<file path="config.mk">
export PLATFORM = sky130hd
export DESIGN_NAME = proj_fm_ram_arbiter
export DESIGN_NICKNAME = d
export VERILOG_FILES = /design/src/rtl/proj_fm_ram_arbiter.sv
export SDC_FILE = /design/constraint.sdc
export NUM_CORES = 1
export LEC_CHECK = 0
export CAP_MARGIN = 5
export CORE_MARGIN = 1
export CORE_UTILIZATION = 29
export CTS_CLUSTER_DIAMETER = 50
export DETAILED_ROUTE_END_ITERATION = 8
export GPL_TIMING_DRIVEN = 0
export PLACE_DENSITY = 0.83
export SLEW_MARGIN = 10
export SYNTH_ARGS = -nofsm -noshare
export SYNTH_HDL_FRONTEND = slang
export SYNTH_SLANG_ARGS = --single-unit
</file>
<file path="constraint.sdc">
create_clock -name in_clk -period 1.9 [get_ports in_clk]
set_input_delay 0.475 -clock in_clk [delete_from_list [all_inputs] [get_ports in_clk]]
set_output_delay 0.475 -clock in_clk [all_outputs]
set_load 0.02 [all_outputs]
</file>
<file path="src/rtl/proj_fm_ram_arbiter.sv">
// proj_fm_ram_arbiter
// Front-end for the single-port feature-map RAM. After reset it sweeps
// every entry to zero (INIT). It then shares the RAM between the loader
// (port A, read/write) and the MinHash engine (port B, read-only) using
// round-robin arbitration (RUN).
//
// Handshake: a request transfers in the cycle where in_x_valid && out_x_ready.
// Ready is combinational from valid and is never asserted without valid.
// An unaccepted request may change or drop. Every accepted read gets exactly
// one out_x_rvalid pulse in the following cycle. Writes get no response.
//
// Ports
//   in_clk, in_rst_n           clock, synchronous active-low reset
//   in_a_*/out_a_*             loader request (valid/ready/we/addr/wdata) and read response
//   in_b_*/out_b_*             MinHash read request (valid/ready/addr) and read response
//   out_ram_*/in_ram_rdata     RAM drive; read data arrives the cycle after the read
//   out_init_done              high once the sweep has finished (RUN state)
module proj_fm_ram_arbiter #(
    parameter int ENTRIES   = 32,
    parameter int DATA_BITS = 8,
    localparam int ADDR_BITS = $clog2(ENTRIES)
) (
    input  logic                 in_clk,
    input  logic                 in_rst_n,
    input  logic                 in_a_valid,
    output logic                 out_a_ready,
    input  logic                 in_a_we,
    input  logic [ADDR_BITS-1:0] in_a_addr,
    input  logic [DATA_BITS-1:0] in_a_wdata,
    output logic                 out_a_rvalid,
    output logic [DATA_BITS-1:0] out_a_rdata,
    input  logic                 in_b_valid,
    output logic                 out_b_ready,
    input  logic [ADDR_BITS-1:0] in_b_addr,
    output logic                 out_b_rvalid,
    output logic [DATA_BITS-1:0] out_b_rdata,
    output logic [ADDR_BITS-1:0] out_ram_addr,
    output logic                 out_ram_we,
    output logic [DATA_BITS-1:0] out_ram_wdata,
    input  logic [DATA_BITS-1:0] in_ram_rdata,
    output logic                 out_init_done
);

    typedef enum logic {
        ST_INIT = 1'b0,
        ST_RUN  = 1'b1
    } state_t;

    // One extra bit so the range check also works when ENTRIES is a power of two.
    localparam logic [ADDR_BITS:0]   ENTRIES_EXT = (ADDR_BITS + 1)'(ENTRIES);
    localparam logic [ADDR_BITS-1:0] LAST_ADDR   = ADDR_BITS'(ENTRIES - 1);

    state_t               state_q, state_d;
    logic [ADDR_BITS-1:0] cnt_q, cnt_d;
    logic                 last_b_q, last_b_d;   // 1: most recent grant went to B
    logic                 rsp_a_q, rsp_b_q, rsp_in_range_q;
    logic                 grant_a, grant_b;
    logic                 a_in_range, b_in_range;

    assign a_in_range = ({1'b0, in_a_addr} < ENTRIES_EXT);
    assign b_in_range = ({1'b0, in_b_addr} < ENTRIES_EXT);

    always_comb begin
        state_d       = state_q;
        cnt_d         = cnt_q;
        last_b_d      = last_b_q;
        grant_a       = 1'b0;
        grant_b       = 1'b0;
        out_ram_addr  = '0;
        out_ram_we    = 1'b0;
        out_ram_wdata = '0;
        case (state_q)
            ST_INIT: begin
                out_ram_addr = cnt_q;
                out_ram_we   = 1'b1;
                if (cnt_q == LAST_ADDR) begin
                    cnt_d   = '0;
                    state_d = ST_RUN;
                end else begin
                    cnt_d = cnt_q + 1'b1;
                end
            end
            ST_RUN: begin
                // On a tie A wins only if B was granted last.
                grant_a = in_a_valid && (!in_b_valid || last_b_q);
                grant_b = in_b_valid && !grant_a;
                if (grant_a) begin
                    out_ram_addr  = in_a_addr;
                    out_ram_we    = in_a_we && a_in_range;
                    out_ram_wdata = in_a_wdata;
                    last_b_d      = 1'b0;
                end else if (grant_b) begin
                    out_ram_addr = in_b_addr;
                    last_b_d     = 1'b1;
                end
            end
            default: state_d = ST_INIT;
        endcase
    end

    always_ff @(posedge in_clk) begin
        if (!in_rst_n) begin
            state_q        <= ST_INIT;
            cnt_q          <= '0;
            last_b_q       <= 1'b1;
            rsp_a_q        <= 1'b0;
            rsp_b_q        <= 1'b0;
            rsp_in_range_q <= 1'b0;
        end else begin
            state_q        <= state_d;
            cnt_q          <= cnt_d;
            last_b_q       <= last_b_d;
            rsp_a_q        <= grant_a && !in_a_we;
            rsp_b_q        <= grant_b;
            rsp_in_range_q <= grant_a ? a_in_range : b_in_range;
        end
    end

    assign out_a_ready   = grant_a;
    assign out_b_ready   = grant_b;
    assign out_a_rvalid  = rsp_a_q;
    assign out_b_rvalid  = rsp_b_q;
    // Out-of-range reads still answer, but with zero instead of RAM contents.
    assign out_a_rdata   = (rsp_a_q && rsp_in_range_q) ? in_ram_rdata : '0;
    assign out_b_rdata   = (rsp_b_q && rsp_in_range_q) ? in_ram_rdata : '0;
    assign out_init_done = (state_q == ST_RUN);

endmodule

</file>
**After elaboration in Yosys (flattened, before gate mapping)**

Index checks and enable logic that the tools add are counted.

- Bits in registers: 10
- Output and inout port bits: 35
- Logic and storage cells: 37

- $add $sub $neg: 1
- Equal/unequal tests: 1
- Multiplexer cells: 17
- Bitwise operators: 1
- Reduce and logical (&&, ||, !) cells: 11

Operator list:

| operator | number |
|---|---|
| $mux 8 | 4 |
| $mux 5 | 3 |
| $pmux 5 s2 | 1 |
| $mux 1 | 8 |
| $add 5x1->5 const B | 1 |
| $eq 5x5->1 const B | 1 |
| $logic_and 1x1->1 | 5 |
| $logic_not 1->1 | 3 |
| $pmux 1 s2 | 1 |
| $reduce_and 2->1 | 1 |
| $reduce_bool 2->1 | 1 |
| $logic_or 1x1->1 | 1 |
| $not 1->1 | 1 |

**Longest topological paths before layout**

Gate-level depths: netlist of run 1.

- Depth after elaboration: 8
- Gate-level depth with buffers: 6

**Worst setup path after synthesis of run 1**

OpenSTA, ideal clock, no wires.

- Path type: register -> output
- Start: register state_q (netlist: out_init_done)
- End: output out_ram_addr[0]
- Data arrival time: 1.323 ns
- Data required time: 1.425 ns
- Slack: 0.102 ns
- Stages on the path, launching flop included: 4
- Buffers on the path: 0
- Path through: dfxtp_1 -> nand2_1 -> a21oi_2 -> a221o_1

- Longest elaborated chain between the ends: 2

Ends and longest elaborated chain:

| item | RTL line | text |
|---|---|---|
| start, declared | 53 | `state_t state_q, state_d;` |
| start signal, assigned | 110 | `state_q <= state_d;` |
| $not 1->1 | n/a |  |
| $pmux 5 s2 (*) | 72 | `case (state_q)` |
| end, declared | 37 | `output logic [ADDR_BITS-1:0] out_ram_addr,` |

Every way passes the cells marked *; elsewhere a longest branch is shown, timed or not.

**Final worst setup path of run 1**

- Start: input in_ram_rdata[5]
- End: output out_a_rdata[5]

- Longest elaborated chain between the ends: 1

Ends and longest elaborated chain:

| item | RTL line | text |
|---|---|---|
| start, declared | 40 | `input logic [DATA_BITS-1:0] in_ram_rdata,` |
| $mux 8 | 124 | `assign out_a_rdata = (rsp_a_q && rsp_in_range_q) ? in_ram_rdata : '0;` |
| end, declared | 31 | `output logic [DATA_BITS-1:0] out_a_rdata,` |

Every way passes these cells.

==> flow_summary.ini, run 1 <==
[cells_and_area]
area_growth_pct = 103.8
fin_area_um2 = 1346
diodes = 0
nets = 187
drive_above_1_share_pct = 33.33

[place]
dpl_cell_area_um2 = 1345
numPortBuffers = 65
dpl.hpwl_um = 1998
gp_congestion = 0.6978
pre_cts_ws_ns = -0.8505

[timing]
fin_ws_ns = 0.01327
worst_pin_slew_ns = 0.2946
min_period_over_period_pct = 99.30
slew_headroom_pct = 80.30
max_freq_mhz = 530.0
fin_crit_ns = 1.887
rsz0062_at_grt = true
hold_viol_final = 0
finalMaxSlewViolations = 0
finClkSkew_ns = 0.009571
finalSetupTns_ns = 0
holdWs_ns = 0.5055
setup_viol = 0

[setup_path]
rrSetupSlack_ns = 0.16
required_ns = 1.42
worstSetupPathType = in -> out
r2r-start = cnt_q[0]
worstReg2RegEnd = cnt_q[2]
critPathCaptureType = output pin
reg2reg_depth = 5
critPathMaxFanout = 2
crit_arrival_ns = 1.41
worstSetupStartpointType = input pin

[status]
status = finished clean

[logic_synthesis]
syn_area_um2 = 660.6
yosys-top-cells-area = dfxtp_1, and3_1, and2_1
synthCells = 78
ys_warn_count = 0
seq_area_frac_synth_pct = 30.30
syn_avg_cell_area_um2 = 8.470
yosysTopAreaCell = dfxtp_1
ys_types = 27
synth_top_area_share_pct = 30.30
synth_nets = 111
ys_seq_elements = 10

[hold_path]
holdPathEnd = last_b_q
hold_class = reg -> reg
min_from = last_b_q
holdPathStages = 1

[clocking]
clock_sinks = 10
cts_hold_buffers = 0
clock_latency_ns = 0.27
cts_tree = built
clock-root-buffer = clkbuf_4
cts.reportedPaths.clkPinSlew_ns = 0.07
htreeDepth = 1
cts_buffers = 3
clockBufferDepth = 2

[detailed_routing]
wirelength_um = 2612
routed_via_density = 5.033
wl_per_cell_um = 14.51
drc = 0
dr_total_vias = 906
ant_nets = 0
drtIter0Drc = 8
drt_pass1_iterations = 3

[die]
core-area_um2 = 2042
die_w_um = 49.73
ios = 66
die_y_um = 49.73
dieArea_um2 = 2473
start_util_pct = 32.35
rows = 16

[grt]
grtUsageTotal_pct = 20.45
grt_max_degree = 11
grt_pass1_wl_um = 3732
overflow = 0
antenna_found_initial = 0
grt_pass1_vias = 808

[run]
maxCapViolCount = 0

[power]
powerDensity_nw_per_um2 = 384.5
leakagePower_nw = 0.6752
irDropWorstVdd_mv = 0.4106
registers in the layout (all words and copies together), names as in the netlist:
| register | flops |
|---|---|
| out_b_rvalid | 1 |
| out_init_done | 1 |
| out_a_rvalid | 1 |
| rsp_in_range_q | 1 |
| last_b_q | 1 |
| cnt_q | 5 |
worst max path at each step:
stage                    start                to  slack [ns]  cells after the start
6_report       in_ram_rdata[5]    out_a_rdata[5]        0.01                      3
5_1_grt               last_b_q   out_ram_addr[3]       -0.04                      5
4_1_cts               last_b_q   out_ram_addr[3]      -0.002                      5
3_5_place_dp        in_a_valid  out_ram_wdata[4]       -0.85                      6
3_3_place_gp        in_a_valid   out_ram_addr[3]       -0.82                      6
2_1_floorplan    out_init_done   out_ram_addr[0]        0.10                      3
cells in the final DEF (no fill, tap or decap), types with 2 or more instances in the layout:
cell / synthesis / layout
and3_1: 17 / 17
ha_1: 2 / 2
clkbuf_2: 0 / 14
clkbuf_4: 0 / 4
nand2_1: 4 / 2
buf_4: 1 / 9
clkdlybuf4s15_1: 0 / 2
buf_6: 0 / 4
and2b_1: 2 / 2
nand2_2: 0 / 2
a221o_1: 5 / 5
mux2i_1: 2 / 2
nor3_1: 2 / 2
dfxtp_4: 0 / 2
nor2b_1: 6 / 6
clkdlybuf4s50_1: 0 / 31
dfxtp_1: 10 / 8
clkdlybuf4s15_2: 0 / 2
buf_2: 1 / 10
and2_1: 9 / 9
o21ai_0: 3 / 3
where the power goes:
part / switching (mW) / total, mW / leakage [nW] / internal [mW]
Sequential: 0.00861 / 0.222 / 0.0823 / 0.213
Combinational: 0.0352 / 0.109 / 0.572 / 0.0741
Clock: 0.0702 / 0.186 / 0.0210 / 0.116
cell families after synthesis:
| family | share of synthesized area [%] |
|---|---|
| flops | 30.30 |
| mux | 3.030 |
| buf+inv | 2.461 |
| simple gates | 42.99 |
| compound gates | 17.43 |
| fa+ha+maj | 3.787 |
layer usage:
layer / vias up / global-route usage (%) / part of all wire (%)
met4: 0 / 7.619 / 1.2
met2: 51 / 36.04 / 49
met1: 410 / 20.75 / 41
li1: 441 / - / -
met3: 4 / 9.568 / 8.8
met5: - / 0 / 0
Yosys cell counts:
library cell / number
o21a_1: 1
nor2_1: 1
a21boi_0: 1
and2b_1: 2
a21boi_1: 1
dfxtp_1: 10
mux2i_1: 2
o211ai_1: 1
nor2_2: 1
a21oi_2: 1
nand2_1: 4
nor2b_2: 1
a221o_1: 5
a31oi_1: 1
and2_1: 9
o21ai_0: 3
nor2b_1: 6
nand4_1: 1
nor4b_1: 1
a21oi_1: 1
or4b_1: 1
buf_2: 1
buf_4: 1
nor3_1: 2
and3_1: 17
ha_1: 2
clkbuf_1: 1
stage by stage:
stage | cells | power (mW) | utilization (%)
after floorplan | 78 | 0.2568 | -
after global placement | 170 | 0.3367 | 65.87
after detailed placement | 170 | 0.3411 | 65.87
after CTS | 176 | 0.5213 | 66.79
after global routing | 180 | 0.5442 | 65.93
final | 180 | 0.5176 | 65.93
worst max-delay path: stages:
cell	delay, ns
clkdlybuf4s50_1	0.47
and3_1	0.16
clkdlybuf4s15_1	0.31
what timing repair did:
action	CTS	global route
resized for setup	115	21
setup endpoints to repair	32	22
endpoints found under the hold margin	0	0
buffers inserted	1	4
pin swaps	3	4
gates cloned	1	0
cell type report:
type / count / area (um2)
sequential: 10 / 207.7
buffer: 3 / 23.77
clock buffer: 4 / 36.28
multi-input combinational: 65 / 466.7
tap: 27 / 33.78
fill: 180 / 695.7
timing repair buffer: 71 / 578.1
(Power assumes the default switching activity.)
==> run 2: changes to the inputs <==
ABC_AREA = 1   (was default)
PLACE_DENSITY = 0.81   (was 0.83)
SKIP_LAST_GASP = 1   (was default)
==> run 2 against run 1 <==
Effect of this change:
- non-clock buffer count fell by 7
- combinational power increased by 7%
- register-to-register slack improved by 0.34 ns
- clock-buffer cell count unchanged
- sequential cell count unchanged
- via count rose by 14%
- hold slack gained 0.0024 ns
- largest cell class unchanged
==> flow_summary.ini, run 2 <==
[status]
status = finished clean

[cells_and_area]
area_growth_pct = 90.23
drive_above_1_share_pct = 20.86
regMostFlops = cnt_q
final_cells = 215
most-common-layout-cells = nor2_1, clkdlybuf4s50_1, inv_1, nand2_1, nand3_1
largest_reg_flops = 5
fillers = 224
diodes = 0
layout_commonest_cell = nor2_1
nets = 221

[run]
maxCapViolCount = 0

[detailed_routing]
drc = 0
wl_met3_um = 293
dr_total_vias = 1030
wl_met1_um = 920
drt_pass1_iterations = 5
ant_nets = 0
routed_via_density = 4.791
wl_per_cell_um = 11.62
highest_layer = met4
wirelength_um = 2498
met2_wirelength_um = 1255
drtIter0Drc = 29

[timing]
worst_pin_slew_ns = 0.2549
fin_crit_ns = 1.877
finalSetupTns_ns = 0
hold_viol_final = 0
slew_headroom_pct = 82.96
max_freq_mhz = 532.8
setup_viol = 0
finClkSkew_ns = 0.006357
rsz0062_at_grt = true
fin_ws_ns = 0.02324
min_period_over_period_pct = 98.78
finalMaxSlewViolations = 0

[clocking]
htreeDepth = 1
cts_buffers = 3
cts.reportedPaths.clkPinSlew_ns = 0.07
clock_sinks = 10
cts_tree = built
clock-root-buffer = clkbuf_4
clockBufferDepth = 2
clock_latency_ns = 0.27

[setup_path]
cpMaxStageDelayCell = dlygate4sd2_1
worstSetupPathType = in -> out
worstPathCellList = dlygate4sd2_1 > nand2_4 > nand3_2 > buf_6 > nor2_1 > buf_4
required_ns = 1.42
startpoint = in_b_valid
worstSetupStartpointType = input pin
critPathMaxStageDelay_ns = 0.27
r2r-start = cnt_q[0]
crit_arrival_ns = 1.40
critPathCaptureType = output pin
critPathMaxFanout = 10

[hold_path]
hold_class = reg -> reg
min_from = cnt_q[1]

[die]
start_util_pct = 30.98
rows = 17
dieArea_um2 = 2585
ios = 66
die_y_um = 50.85
core-area_um2 = 2233
die_w_um = 50.85

[power]
powerDensity_nw_per_um2 = 408.0
pwr-share-comb_pct = 21.8
p_clk_share_pct = 36.9
p_sw_share_pct = 25.00
power_switching_mw = 0.1343
irDropWorstVdd_mv = 0.3752
p_int_mw = 0.4028
total_power_mw = 0.5370
leakagePower_nw = 0.7403
seqPwrFrac_pct = 41.3

[logic_synthesis]
synth_top_area_share_pct = 28.93
post-synth-top-count-cell = nor2_1
ys_types = 16
seq_area_frac_synth_pct = 28.93
ys.flop_type = dfxtp_1
ys_warn_count = 0
ys_seq_elements = 10
async_reset_ff_share_pct = 0
synthTopCellsByCount = nor2_1, inv_1, nand2_1, nand3_1, dfxtp_1
yosys-top-cells-area = dfxtp_1, nor2_1, inv_1
syn_area_um2 = 691.9
yosysTopAreaCell = dfxtp_1
synthCells = 119
synth_edf_count = 0
syn_avg_cell_area_um2 = 5.814
synth_nets = 152

[grt]
overflow = 0
grt_pass1_wl_um = 3663
grt_max_degree = 11
grtUsageTotal_pct = 18.57
antenna_found_initial = 0
grt_pass1_vias = 920

[place]
pre_cts_ws_ns = -0.6728
gp_congestion = 0.8594
dpl.hpwl_um = 1957
numPortBuffers = 64
place_inst = 211
==> run 2: cell count changes after synthesis, moves of 6 or more <==
cell     previous run  this run
and2_1              9         0
and3_1             17         1
inv_1               0        26
nand2_1             4        16
nand3_1             0        13
nor2_1              1        33
nor2b_1             6         0
==> run 2: cell families (layout without fill, tap and decap cells) <==
logic type | count (synthesis) | after routing | synth area share (%)
XOR/XNOR | 1 | 1 | 1.266
flip-flops | 10 | 10 | 28.93
adder cells (fa/ha/maj) | 2 | 2 | 3.616
AND/OR/NAND/NOR | 70 | 70 | 44.49
AO/OA/AOI/OAI | 6 | 6 | 4.882
buffers and inverters | 30 | 98 | 16.82
==> run 2: area by class of cell <==
type / instances / area, um2 / share of cell area [%]
inverter: 27 / 101.3 / 7.700
tap: 28 / 35.03 / 2.662
buffer: 3 / 23.77 / 1.806
timing repair buffer: 64 / 530.5 / 40.30
clock buffer: 4 / 36.28 / 2.757
multi-input combinational: 79 / 387.9 / 29.47
sequential: 10 / 201.4 / 15.30
==> run 2: through the flow <==
stage / util, % / cell area [um2] / hold slack, ns
6_report: 58.94 / 1316 / 0.5079
5_1_grt: 58.94 / 1316 / 0.5071
4_1_cts: 60.73 / 1356 / 0.4895
3_5_place_dp: 61.23 / 1368 / 0.4756
3_3_place_gp: 61.23 / 1368 / 0.4639
2_1_floorplan: - / 691.9 / 0.4514
==> run 2: final timing paths <==
| path | slack, ns | depth (start not counted) | endpoint |
|---|---|---|---|
| setup / recovery | 0.02 | 6 | out_ram_wdata[1] |
| hold / removal | 0.51 | 2 | cnt_q[1] |
| setup reg to reg | 0.50 | 6 | cnt_q[2] |
| hold reg to reg | 0.51 | 2 | cnt_q[1] |
==> run 2: what timing repair did <==
action,in CTS,in global routing
endpoints found under the setup margin,32,28
pin swaps,0,0
hold buffers,0,0
resized for setup,82,32
setup buffers,0,0
==> run 2: power by group through the flow <==
stage                     clock [mW]  combinational (mW)  sequential [mW]
final                          0.198               0.117            0.222
after global routing           0.210               0.126            0.222
after CTS                      0.196               0.120            0.222
after detailed placement           0               0.120            0.226
after global placement             0               0.117            0.226
after floorplan                    0              0.0404            0.225
==> run 2: metal layers <==
layer | up-vias | GRT usage, %
met5 | - | 0
met4 | 0 | 6.019
met3 | 8 | 7.143
met2 | 63 | 38.22
li1 | 500 | -
met1 | 459 | 15.86
==> run 2: critical path, delay by kind of cell <==
| family | cells | cell delay, ns |
|---|---|---|
| buf+inv | 3 | 0.58 |
| simple gates | 3 | 0.35 |
==> run 3: changes to the inputs <==
GPL_ROUTABILITY_DRIVEN = 0   (was default)
==> run 3 against run 2 <==
Effect of this change:
- sequential share of layout area up 0.058 points
- setup slack better by 0.0042 ns
- critical endpoint is now out_b_rdata[2]
- largest cell class unchanged
- combinational power about the same
- hold slack worse by 0.020 ns
- die area unchanged
- critical path depth down 2
- clock skew down 0.0030 ns
- sequential cell count unchanged
- cell count up 0.93%
- global-route usage up 0.41 points
==> flow_summary.ini, run 3 (synthesis results as in run 2) <==
[power]
leakagePower_nw = 0.7566
irDropWorstVdd_mv = 0.5381
powerDensity_nw_per_um2 = 404.8

[grt]
overflow = 0
antenna_found_initial = 0
grt_max_degree = 11
grt_pass1_vias = 889
grt_pass1_wl_um = 3712
grtUsageTotal_pct = 18.98

[timing]
slew_headroom_pct = 81.46
worst_pin_slew_ns = 0.2775
setup_viol = 0
finClkSkew_ns = 0.003386
max_freq_mhz = 534.0
min_period_over_period_pct = 98.56
finalMaxSlewViolations = 0
fin_crit_ns = 1.873
holdWs_ns = 0.4882
hold_viol_final = 0
rsz0062_at_grt = false

[cells_and_area]
final_util_pct = 58.71
most-common-layout-cells = nor2_1, clkdlybuf4s50_1, inv_1, nand2_1, nand3_1
final_cells = 217
fillers = 224
drive_above_1_share_pct = 21.69
layout_commonest_cell = nor2_1
regMostFlops = cnt_q
nets = 223
area_growth_pct = 89.51
diodes = 0
largest_reg_flops = 5

[place]
dpl.hpwl_um = 1916
numPortBuffers = 64
place_inst = 211

[clocking]
cts_tree = built
cts_buffers = 3
cts.reportedPaths.clkPinSlew_ns = 0.07
clock_sinks = 10
clock-root-buffer = clkbuf_4
clockBufferDepth = 2
htreeDepth = 1
cts_hold_buffers = 0
clock_latency_ns = 0.27

[die]
dieArea_um2 = 2585
ios = 66
start_util_pct = 30.98
core-area_um2 = 2233
rows = 17
die_w_um = 50.85
die_y_um = 50.85

[setup_path]
startpoint = in_ram_rdata[2]
reg2reg_depth = 6
r2r-start = cnt_q[0]
rrSetupSlack_ns = 0.53
critPathMaxFanout = 2
required_ns = 1.42
critPathCapture = out_b_rdata[2]
crit_arrival_ns = 1.40
critPathCaptureType = output pin
worstSetupStartpointType = input pin
worstSetupPathType = in -> out
worstReg2RegEnd = cnt_q[2]

[detailed_routing]
drc = 0
wl_per_cell_um = 11.30
ant_nets = 0
drtIter0Drc = 22
dr_total_vias = 1007
drt_pass1_iterations = 4
wirelength_um = 2452
routed_via_density = 4.641

[run]
maxCapViolCount = 0

[hold_path]
hold_class = reg -> reg

[status]
status = finished clean
==> run 3: changes by cell type in the layout (fill, tap and decap cells not counted) <==
cell | previous run | this run
buf_4 | 6 | 5
nand3_2 | 1 | 0
buf_2 | 9 | 11
nand3_1 | 12 | 13
dlygate4sd2_1 | 2 | 5
clkdlybuf4s15_2 | 0 | 1
clkdlybuf4s15_1 | 7 | 3
nand2_4 | 2 | 1
clkbuf_2 | 11 | 12
nand2_2 | 0 | 1
==> run 3: worst min path at each step <==
stage | end | slack (ns) | cells past startpoint | start
6_report | last_b_q | 0.49 | 2 | last_b_q
3_5_place_dp | last_b_q | 0.48 | 2 | last_b_q
2_1_floorplan | last_b_q | 0.45 | 2 | last_b_q
4_1_cts | last_b_q | 0.49 | 2 | last_b_q
3_3_place_gp | last_b_q | 0.47 | 2 | last_b_q
5_1_grt | cnt_q[1] | 0.54 | 2 | cnt_q[1]
==> run 3: critical path: stages <==
cell             delay (ns)
clkdlybuf4s50_1        0.46
inv_1                  0.05
nor2_1                 0.08
dlygate4sd2_1          0.33
==> run 3: stage by stage <==
step | setup TNS [ns] | setup slack (ns) | cell area, um2 | power [mW]
final | 0 | 0.02739 | 1311 | 0.5308
after global routing | 0 | 0.0008435 | 1311 | 0.5595
after CTS | 0 | 0.0006563 | 1381 | 0.5362
after detailed placement | -14.33 | -0.6643 | 1368 | 0.3462
after global placement | -13.75 | -0.6388 | 1368 | 0.3428
after floorplan | 0 | 0.2450 | 691.9 | 0.2656
==> run 3: timing repair <==
item	4_1_cts	5_1_grt
endpoints found under the setup margin	32	20
endpoints found under the hold margin	0	0
setup buffers	2	0
gates resized for setup	80	27
pin swaps	1	0
==> run 3: where the power goes <==
part | internal, mW | switching (mW) | leakage, nW
registers | 0.216 | 0.00529 | 0.0821
clock network | 0.116 | 0.0786 | 0.0210
logic | 0.0685 | 0.0457 | 0.653
total | 0.401 | 0.130 | 0.757
==> run 3: metal layers <==
layer / GRT usage (%) / share of wire, % / vias up
li1: - / - / 504
met1: 17.21 / 37 / 439
met2: 38.22 / 50 / 62
met3: 8.333 / 12 / 2
met4: 3.704 / 0.86 / 0
met5: 0 / 0 / -
==> run 3: area by class of cell <==
cell class / instances / area [um2] / area share (%)
Inverter: 27 / 101.3 / 7.729
Multi-Input combinational cell: 79 / 377.9 / 28.82
Clock buffer: 4 / 36.28 / 2.767
Timing Repair Buffer: 66 / 535.5 / 40.84
Tap cell: 28 / 35.03 / 2.672
Sequential cell: 10 / 201.4 / 15.36
Buffer: 3 / 23.77 / 1.813
